`src/rtl/divider_pkg.sv`:
```
// divider_pkg: shared op and FSM state encodings for the RV32M-style divider.
package divider_pkg;
    typedef enum logic [1:0] {
        OP_DIV  = 2'd0,
        OP_DIVU = 2'd1,
        OP_REM  = 2'd2,
        OP_REMU = 2'd3
    } div_op_t;

    typedef enum logic [1:0] {
        ST_IDLE = 2'd0,
        ST_BUSY = 2'd1,
        ST_DONE = 2'd2
    } div_state_t;

    // op[0]=0 selects the signed variants, op[1]=1 selects remainder
    function automatic logic op_is_signed(input logic [1:0] op);
        return ~op[0];
    endfunction

    function automatic logic op_is_rem(input logic [1:0] op);
        return op[1];
    endfunction
endpackage

```
`src/rtl/divider_if.sv`:
```
// divider_if: request/response handshake bundle between a requester and the divider.
interface divider_if #(parameter int WIDTH = 32);
    logic             in_valid;
    logic             in_ready;
    logic [1:0]       op;
    logic [WIDTH-1:0] operand_a;
    logic [WIDTH-1:0] operand_b;
    logic             out_valid;
    logic             out_ready;
    logic [WIDTH-1:0] result;

    modport master (
        output in_valid, op, operand_a, operand_b, out_ready,
        input  in_ready, out_valid, result
    );

    modport slave (
        input  in_valid, op, operand_a, operand_b, out_ready,
        output in_ready, out_valid, result
    );
endinterface

```
`src/rtl/divider_div_step.sv`:
```
// div_step: one restoring shift-subtract step on unsigned magnitudes.
module div_step #(
    parameter int WIDTH = 32
) (
    input  logic [WIDTH-1:0] i_rem,
    input  logic             i_bit,
    input  logic [WIDTH-1:0] i_divisor,
    output logic [WIDTH-1:0] o_rem,
    output logic             o_qbit
);
    logic [WIDTH:0] w_part;
    logic [WIDTH:0] w_diff;

    assign w_part = {i_rem, i_bit};
    assign w_diff = w_part - {1'b0, i_divisor};
    // the top bit of the widened difference is the borrow of the trial subtract
    assign o_qbit = ~w_diff[WIDTH];
    assign o_rem  = o_qbit ? w_diff[WIDTH-1:0] : w_part[WIDTH-1:0];
endmodule

```
`src/rtl/divider.sv`:
```
// divider: multi-cycle restoring divider for DIV/DIVU/REM/REMU, one quotient bit per cycle.
// Define DIVIDER_EARLY_OUT_EN to finish divide-by-zero and signed-overflow one cycle after acceptance.
module divider
    import divider_pkg::*;
#(
    parameter int WIDTH = 32
) (
    input  logic     clock,
    input  logic     reset,
    divider_if.slave bus
);
    localparam int CW = $clog2(WIDTH + 1);

    div_state_t       r_state;
    logic [CW-1:0]    r_cnt;
    logic [WIDTH-1:0] r_a;
    logic [WIDTH-1:0] r_rem;
    logic [WIDTH-1:0] r_quo;
    logic [WIDTH-1:0] r_dvs;
    logic [WIDTH-1:0] r_result;
    logic             r_rem_op;
    logic             r_neg_q;
    logic             r_neg_r;
    logic             r_dz;
    logic             r_ovf;

    logic             w_accept;
    logic             w_signed;
    logic             w_a_neg;
    logic             w_b_neg;
    logic             w_dz;
    logic             w_ovf;
    logic             w_early;
    logic [WIDTH-1:0] w_a_mag;
    logic [WIDTH-1:0] w_b_mag;
    logic [WIDTH-1:0] w_step_rem;
    logic             w_step_bit;
    logic [WIDTH-1:0] w_q;
    logic [WIDTH-1:0] w_r;
    logic [WIDTH-1:0] w_final;

    assign bus.in_ready  = (r_state == ST_IDLE);
    assign bus.out_valid = (r_state == ST_DONE);
    assign bus.result    = r_result;

    assign w_accept = bus.in_valid && (r_state == ST_IDLE);
    assign w_signed = op_is_signed(bus.op);
    assign w_a_neg  = w_signed & bus.operand_a[WIDTH-1];
    assign w_b_neg  = w_signed & bus.operand_b[WIDTH-1];
    assign w_a_mag  = w_a_neg ? -bus.operand_a : bus.operand_a;
    assign w_b_mag  = w_b_neg ? -bus.operand_b : bus.operand_b;
    assign w_dz     = (bus.operand_b == '0);
    assign w_ovf    = w_signed && (bus.operand_a == {1'b1, {(WIDTH-1){1'b0}}}) && (bus.operand_b == '1);

`ifdef DIVIDER_EARLY_OUT_EN
    assign w_early = w_dz | w_ovf;
`else
    assign w_early = 1'b0;
`endif

    div_step #(.WIDTH(WIDTH)) u_step (
        .i_rem     (r_rem),
        .i_bit     (r_quo[WIDTH-1]),
        .i_divisor (r_dvs),
        .o_rem     (w_step_rem),
        .o_qbit    (w_step_bit)
    );

    // special cases override the magnitude datapath so early-out needs no iterations
    assign w_q     = r_neg_q ? -r_quo : r_quo;
    assign w_r     = r_neg_r ? -r_rem : r_rem;
    assign w_final = r_dz  ? (r_rem_op ? r_a : '1) :
                     r_ovf ? (r_rem_op ? '0 : r_a) :
                     r_rem_op ? w_r : w_q;

    always_ff @(posedge clock or negedge reset) begin
        if (!reset) begin
            r_state  <= ST_IDLE;
            r_cnt    <= '0;
            r_a      <= '0;
            r_rem    <= '0;
            r_quo    <= '0;
            r_dvs    <= '0;
            r_result <= '0;
            r_rem_op <= 1'b0;
            r_neg_q  <= 1'b0;
            r_neg_r  <= 1'b0;
            r_dz     <= 1'b0;
            r_ovf    <= 1'b0;
        end else if (r_state == ST_IDLE) begin
            if (w_accept) begin
                r_state  <= ST_BUSY;
                r_cnt    <= w_early ? '0 : CW'(WIDTH);
                r_a      <= bus.operand_a;
                r_rem    <= '0;
                r_quo    <= w_a_mag;
                r_dvs    <= w_b_mag;
                r_rem_op <= op_is_rem(bus.op);
                r_neg_q  <= w_a_neg ^ w_b_neg;
                r_neg_r  <= w_a_neg;
                r_dz     <= w_dz;
                r_ovf    <= w_ovf;
            end
        end else if (r_state == ST_BUSY) begin
            if (r_cnt != '0) begin
                r_cnt <= r_cnt - CW'(1);
                r_rem <= w_step_rem;
                r_quo <= {r_quo[WIDTH-2:0], w_step_bit};
            end else begin
                r_state  <= ST_DONE;
                r_result <= w_final;
            end
        end else if (bus.out_ready) begin
            r_state  <= ST_IDLE;
            r_result <= '0;
        end
    end
endmodule

```
`src/flat_wrapper.sv`:
```
// flat-port wrapper written by rule: the top's interface ports become plain ports
module divider_flat import divider_pkg::*;
#(
    parameter int WIDTH = 32
)
  (clock, reset, bus_in_valid, bus_op, bus_operand_a, bus_operand_b, bus_out_ready, bus_in_ready, bus_out_valid, bus_result);
  divider_if #(.WIDTH(WIDTH)) bus_i ();
  input  logic clock;
  input  logic reset;
  input wire logic [$bits(bus_i.in_valid)-1:0] bus_in_valid;
  input wire logic [$bits(bus_i.op)-1:0] bus_op;
  input wire logic [$bits(bus_i.operand_a)-1:0] bus_operand_a;
  input wire logic [$bits(bus_i.operand_b)-1:0] bus_operand_b;
  input wire logic [$bits(bus_i.out_ready)-1:0] bus_out_ready;
  output wire logic [$bits(bus_i.in_ready)-1:0] bus_in_ready;
  output wire logic [$bits(bus_i.out_valid)-1:0] bus_out_valid;
  output wire logic [$bits(bus_i.result)-1:0] bus_result;
  assign bus_i.in_valid = bus_in_valid;
  assign bus_i.op = bus_op;
  assign bus_i.operand_a = bus_operand_a;
  assign bus_i.operand_b = bus_operand_b;
  assign bus_i.out_ready = bus_out_ready;
  assign bus_in_ready = bus_i.in_ready;
  assign bus_out_valid = bus_i.out_valid;
  assign bus_result = bus_i.result;
  divider #(.WIDTH(WIDTH)) u_core (.clock(clock), .reset(reset), .bus(bus_i));
endmodule
```
`config.mk`:
```
export PLATFORM = sky130hd
export DESIGN_NAME = divider_flat
export DESIGN_NICKNAME = d
export VERILOG_FILES = /design/src/rtl/divider_pkg.sv /design/src/rtl/divider_if.sv /design/src/rtl/divider_div_step.sv /design/src/rtl/divider.sv /design/src/flat_wrapper.sv
export SDC_FILE = /design/constraint.sdc
export NUM_CORES = 1
export LEC_CHECK = 0
export ABC_AREA = 0
export CAP_MARGIN = 10
export CORE_ASPECT_RATIO = 1.2
export CORE_MARGIN = 8
export CORE_UTILIZATION = 37
export CTS_BUF_LIST = sky130_fd_sc_hd__clkbuf_2 sky130_fd_sc_hd__clkbuf_4 sky130_fd_sc_hd__clkbuf_8
export CTS_CLUSTER_SIZE = 40
export DETAILED_ROUTE_END_ITERATION = 16
export PLACE_DENSITY = 0.64
export SYNTH_ARGS = -nofsm -noshare
export SYNTH_HDL_FRONTEND = slang
export SYNTH_HIERARCHICAL = 1
export SYNTH_SLANG_ARGS = --single-unit
```
`constraint.sdc`:
```
create_clock -name clock -period 7.05 [get_ports clock]
set_input_delay 1.41 -clock clock [delete_from_list [all_inputs] [get_ports clock]]
set_output_delay 1.41 -clock clock [all_outputs]
set_load 0.02 [all_outputs]
```
======== After elaboration in Yosys (flattened, before gate mapping) ========
Index checks and enable logic that the tools add are counted.
W data, S select, Z words.
operators by class
  bitwise gates (word level) .............. 6
  add/sub/neg operators ................... 6
  multiplexer cells ....................... 30
  reductions and logical operators ........ 14
  equality and inequality tests ........... 7
operator list
  operator                number
  $mux W32                21
  $neg A32 Y32            4
  $eq A32 B32 Y1 const B  2
  $sub A33 B32 Y33        1
  $logic_not A32 Y1       1
  $mux W6                 4
  $mux W2                 5
  $reduce_and A3 Y1       3
  $reduce_bool A2 Y1      3
  $reduce_bool A6 Y1      1
  $sub A6 B1 Y6 const B   1
  $logic_and A1 B1 Y1     3
  $ne A3 B3 Y1 const B    1
  $not A1 Y1              3
  $reduce_bool A3 Y1      1
  $and A1 B1 Y1           2
  $eq A2 B1 Y1 const B    1
  $eq A2 B2 Y1 const B    1
  $logic_not A2 Y1        1
  $ne A2 B1 Y1 const B    1
  $ne A2 B2 Y1 const B    1
  $reduce_and A2 Y1       1
  $xor A1 B1 Y1           1
storage, ports and cells
  input port bits ......................... 70
  register bits after elaboration ......... 173

======== Depth between registers and ports, before layout ========
  depth after elaboration ................. 7
  gate-level depth with buffers ........... 16
  depth with buffers taken out ............ 14

======== Hierarchy ========
The synthesis kept the hierarchy.
by module, submodules not included
  module    times used  area each (sq um)  cells an instance
  divider   1           10,553.9           1,251
  div_step  1           2,317.2            309

======== Worst setup path after synthesis ========
Ideal clock, no wire load.
  kind .................................... register to register
  start ................................... reg u_core.r_quo[31]
  end ..................................... reg u_core.r_rem[10]
  required time ........................... 6.929 ns
  cell stages (with the launch flop) ...... 17
  path slack .............................. 3.648 ns
  arrival time ............................ 3.281 ns
  period minus slack after synthesis ...... 3.402 ns
  cell sequence ........................... dfrtp_1 > inv_1 > ha_1 > fa_1 > and2b_1 > o2111ai_2 > a21oi_2 > o211ai_2 > a211oi_4 > nor2_4 > mux2i_4 > and2_4 > buf_12 > inv_8 > buf_12 > mux2_4 > a22o_1
on the way
  word-level cells in the longest chain between the ends .. 5
ends and longest elaborated chain
  what                             RTL line                source
  start: declaration               divider.sv:18           logic [WIDTH-1:0] r_quo;
  start signal: assignment         divider.sv:96           r_quo <= w_a_mag;
  start signal: assignment         divider.sv:108          r_quo <= {r_quo[WIDTH-2:0], w_step_bit};
  $sub A33 B32 Y33                 divider_div_step.sv:15  assign w_diff = w_part - {1'b0, i_divisor};
  $mux W32                         divider_div_step.sv:18  assign o_rem = o_qbit ? w_diff[WIDTH-1:0] : w_part[WIDTH-1:0];
  named net u_core.w_step_rem[10]  divider.sv:36           logic [WIDTH-1:0] w_step_rem;
  $mux W32                         divider.sv:105          if (r_cnt != '0) begin
  $mux W32                         divider.sv:104          end else if (r_state == ST_BUSY) begin
  $mux W32                         divider.sv:90           end else if (r_state == ST_IDLE) begin
  end signal: assignment           divider.sv:107          r_rem <= w_step_rem;
  end: declaration                 divider.sv:17           logic [WIDTH-1:0] r_rem;
The timed path passes the listed nets, and every way through them passes these cells. The select of a mux whose other input is x is not followed.
A chain may end at the register's enable or synchronous reset.

======== Final worst setup path ========
  start ................................... reg u_core.r_state[0]
  end ..................................... out bus_in_ready
on the way
  word-level cells in the longest chain between the ends .. 1
ends and longest elaborated chain
  what                      RTL line            source
  start: declaration        divider.sv:14       div_state_t r_state;
  start signal: assignment  divider.sv:78       r_state <= ST_IDLE;
  start signal: assignment  divider.sv:92       r_state <= ST_BUSY;
  start signal: assignment  divider.sv:110      r_state <= ST_DONE;
  $logic_not A2 Y1          divider.sv:42       assign bus.in_ready = (r_state == ST_IDLE);
  end: declaration          flat_wrapper.sv:15  output wire logic [$bits(bus_i.in_ready)-1:0] bus_in_ready;
Every way passes these cells.

==> impl_metrics.env <==
export IMPL_slowest_delay_ps=720
export IMPL_cp_max_fo=38
export IMPL_track_usage_pct=19.8
export IMPL_yosysUniqueCellTypes=87
export IMPL_grt_pass1_vias=11700
export IMPL_clkSinkCount=173
export IMPL_post_dp_hpwl_um=29400
export IMPL_clkTransAtPathRegs_ps=90
export IMPL_synthFlopType="dfrtp_1"
export IMPL_hold_viol_final=0
export IMPL_yosys_register_bits=173
export IMPL_arrival_ps=2920
export IMPL_yosys_area_top_type="dfrtp_1"
export IMPL_gr_total_overflow=0
export IMPL_startpoint_type="flip-flop"
export IMPL_syn_num_nets=1670
export IMPL_crit_slowest_cell="clkdlybuf4s50_1"
export IMPL_yosys_area_top_type_share_pct=33.6
export IMPL_avgRoutedWirePerCell_um=19.5
export IMPL_hold_buffers=0
export IMPL_rsz0062_at_grt="false"
export IMPL_dpl_instance_area_um2=14200
export IMPL_p_leak_nw=5.86
export IMPL_rr_worst_depth=14
export IMPL_design_area_um2=14600
export IMPL_hold_end="u_core/r_dvs[3]$_DFFE_PN0P_"
export IMPL_post_cts_setup_buffers=0
export IMPL_drtAntennaViolNets=0
export IMPL_clock_latency_ps=470
export IMPL_grt_pass1_wl_um=64700
export IMPL_clock_skew_ps=15.3
export IMPL_ir_drop_mv=0.257
export IMPL_final_nets=1707
export IMPL_drc=0
export IMPL_cts_resized=0
export IMPL_rows=75
export IMPL_slew_viol_final=0
export IMPL_tightest_slew_ps=1340
export IMPL_hold_path_class="flip-flop to flip-flop"
export IMPL_synth_commonest_cells="nand2_1, dfrtp_1, o21ai_0"
export IMPL_die_y_um=220
export IMPL_yosysMostFrequentCell="nand2_1"
export IMPL_status="complete, no violations"
export IMPL_min_from="u_core/r_dvs[3]$_DFFE_PN0P_"
export IMPL_vias=12100
export IMPL_netlist_area_um2=12900
export IMPL_cp_end_kind="output port"
export IMPL_clock_path_buffers=2
export IMPL_hold_depth=2
export IMPL_worstPathCellList="or2_2, inv_1, clkdlybuf4s50_1"
export IMPL_synth_warnings=6
export IMPL_synthCells=1560
export IMPL_rrSetupSlack_ps=3150
export IMPL_synth_edf_count=0
export IMPL_setup_tns_ps=0
export IMPL_synthArstFlopShare_pct=100
export IMPL_n_antenna_cell=0
export IMPL_fmax_mhz=231
export IMPL_root_buffer="clkbuf_8"
export IMPL_pre_cts_ws_ps=2960
export IMPL_drive_above_1_share_pct=6.84
export IMPL_gp_congestion=0.915
export IMPL_synth_seq_area_share_pct=33.6
export IMPL_syn_to_final_growth_pct=13.6
export IMPL_start_util_pct=37.2
export IMPL_dieWidth_um=186
export IMPL_cts_buffers=17
export IMPL_first_pass_iters=6
export IMPL_htreeDepth=4
export IMPL_io_buffer_count=103
export IMPL_r2r_start="u_core/r_quo[31]$_DFFE_PN0P_"
export IMPL_drt_total_wl_um=40300
export IMPL_yosys_top_cells_area="dfrtp_1, nand2_1, o21ai_0"
export IMPL_p_per_area_nw_per_um2=517
export IMPL_setup_viol=0
export IMPL_viasPerCell=5.84
export IMPL_critical_path_class="flip-flop to output port"
export IMPL_avgSynthCellArea_um2=8.25
export IMPL_core_area_um2=34600
export IMPL_setup_ws_ps=2720
export IMPL_layout_min_cycle_time_ps=4330
export IMPL_timing_final_crit_share_pct=61.4
export IMPL_max_slew_margin_pct=10.2
export IMPL_antenna_found_initial=0
export IMPL_cp_data_required_time_ps=5640
export IMPL_io_pins=104
export IMPL_drt_iter0_drc=1019
export IMPL_timing_rr_end="u_core/r_rem[22]$_DFFE_PN0P_"
export IMPL_grt_start_max_net_pins=116
export IMPL_dieArea_um2=41000
export IMPL_cts_tree="yes"
export IMPL_drv_cap=0
-- logic make-up (layout without fill, tap and decap cells) --
logic type,count (synthesis),count (layout),share of synthesized area [%]
AO/OA/AOI/OAI,504,504,25.4
flip-flops,173,173,33.6
buffers and inverters,162,210,5.28
XOR/XNOR,138,138,9.39
adder cells (fa/ha/maj),40,40,3.95
AND/OR/NAND/NOR,512,512,19.1
multiplexers,31,31,3.30
-- power breakdown --
group | internal (mW) | switching [mW] | leakage, nW
sequential | 1.48 | 0.651 | 2.16
combinational | 2.17 | 2.52 | 3.50
clock | 0.365 | 0.375 | 0.207
total | 4.02 | 3.54 | 5.86
-- worst max-delay path, delay by kind of cell, from the launching register on --
kind	cells	cell delay [ps]
buf+inv	2	1330
flops	1	480
simple gates	1	650
-- worst max-delay path by stage --
stage	startpoint	end	cells past startpoint
after floorplan	u_core/r_quo[31]$_DFFE_PN0P_	u_core/r_rem[10]$_DFFE_PN0P_	16
after global placement	bus_operand_a[12]	u_core/r_quo[20]$_DFFE_PN0P_	7
after detailed placement	bus_operand_a[10]	u_core/r_quo[30]$_DFFE_PN0P_	7
after CTS	u_core/r_state[0]$_DFFE_PN0P_	bus_in_ready	3
after global routing	u_core/r_state[1]$_DFFE_PN0P_	bus_in_ready	3
final	u_core/r_state[0]$_DFFE_PN0P_	bus_in_ready	3
-- metrics by stage --
stage	power, mW	instances	hold WS, ps	util (%)
detailed placement	6.76	2039	471	41.0
finish	7.56	2070	483	42.2
floorplan	5.64	1560	450	-
global route	8.18	2070	517	42.2
CTS	7.53	2069	491	42.1
global placement	6.69	2039	462	41.0
-- final cells by class --
| type | instances | area [µm²] |
|---|---|---|
| sequential | 173 | 4330 |
| clock buffer | 19 | 262 |
| fill | 3418 | 20000 |
| tap | 462 | 578 |
| timing repair buffer | 118 | 1160 |
| multi-input combinational | 1225 | 7900 |
| inverter | 62 | 240 |
| clock inverter | 11 | 144 |
-- sequential cells by signal (all words and copies together), names as in the netlist --
signal             flops
u_core/bus.result     32
u_core/r_a            32
u_core/r_cnt           6
u_core/r_dvs          32
u_core/r_dz            1
u_core/r_neg_q         1
u_core/r_neg_r         1
u_core/r_ovf           1
u_core/r_quo          32
u_core/r_rem          32
u_core/r_rem_op        1
u_core/r_state         2
-- cells in the final DEF, fill, tap and decap left out, types with 6 or more instances in the layout --
master / count
a21oi_1: 113
a31oi_1: 30
xor2_1: 63
o22ai_1: 21
buf_4: 14
nand2b_1: 9
xnor2_1: 75
o21a_1: 9
dfrtp_1: 172
and3_1: 10
nor4_1: 17
o211ai_1: 20
nor3_1: 34
clkdlybuf4s50_1: 102
mux2i_1: 6
a22o_1: 30
o21ai_0: 148
ha_1: 39
a211oi_1: 7
clkbuf_8: 19
inv_1: 61
nor2_1: 104
nand2_1: 207
o21ai_1: 7
or3_1: 14
a221oi_1: 12
nor2b_1: 6
nand4_1: 15
a21o_1: 13
or2_2: 7
o41ai_1: 11
nand3b_1: 6
or4_1: 14
mux2_4: 19
nand3_1: 41
o31ai_1: 27
-- routing by layer --
metal	track usage (%)	up-vias	share of wire [%]
met5	0	-	0
met4	6.12	0	2.4
met3	2.74	52	7.0
met2	31.8	460	46
met1	27.2	5850	45
li1	-	5724	-
Note: power is estimated with default switching activity, not from simulation.
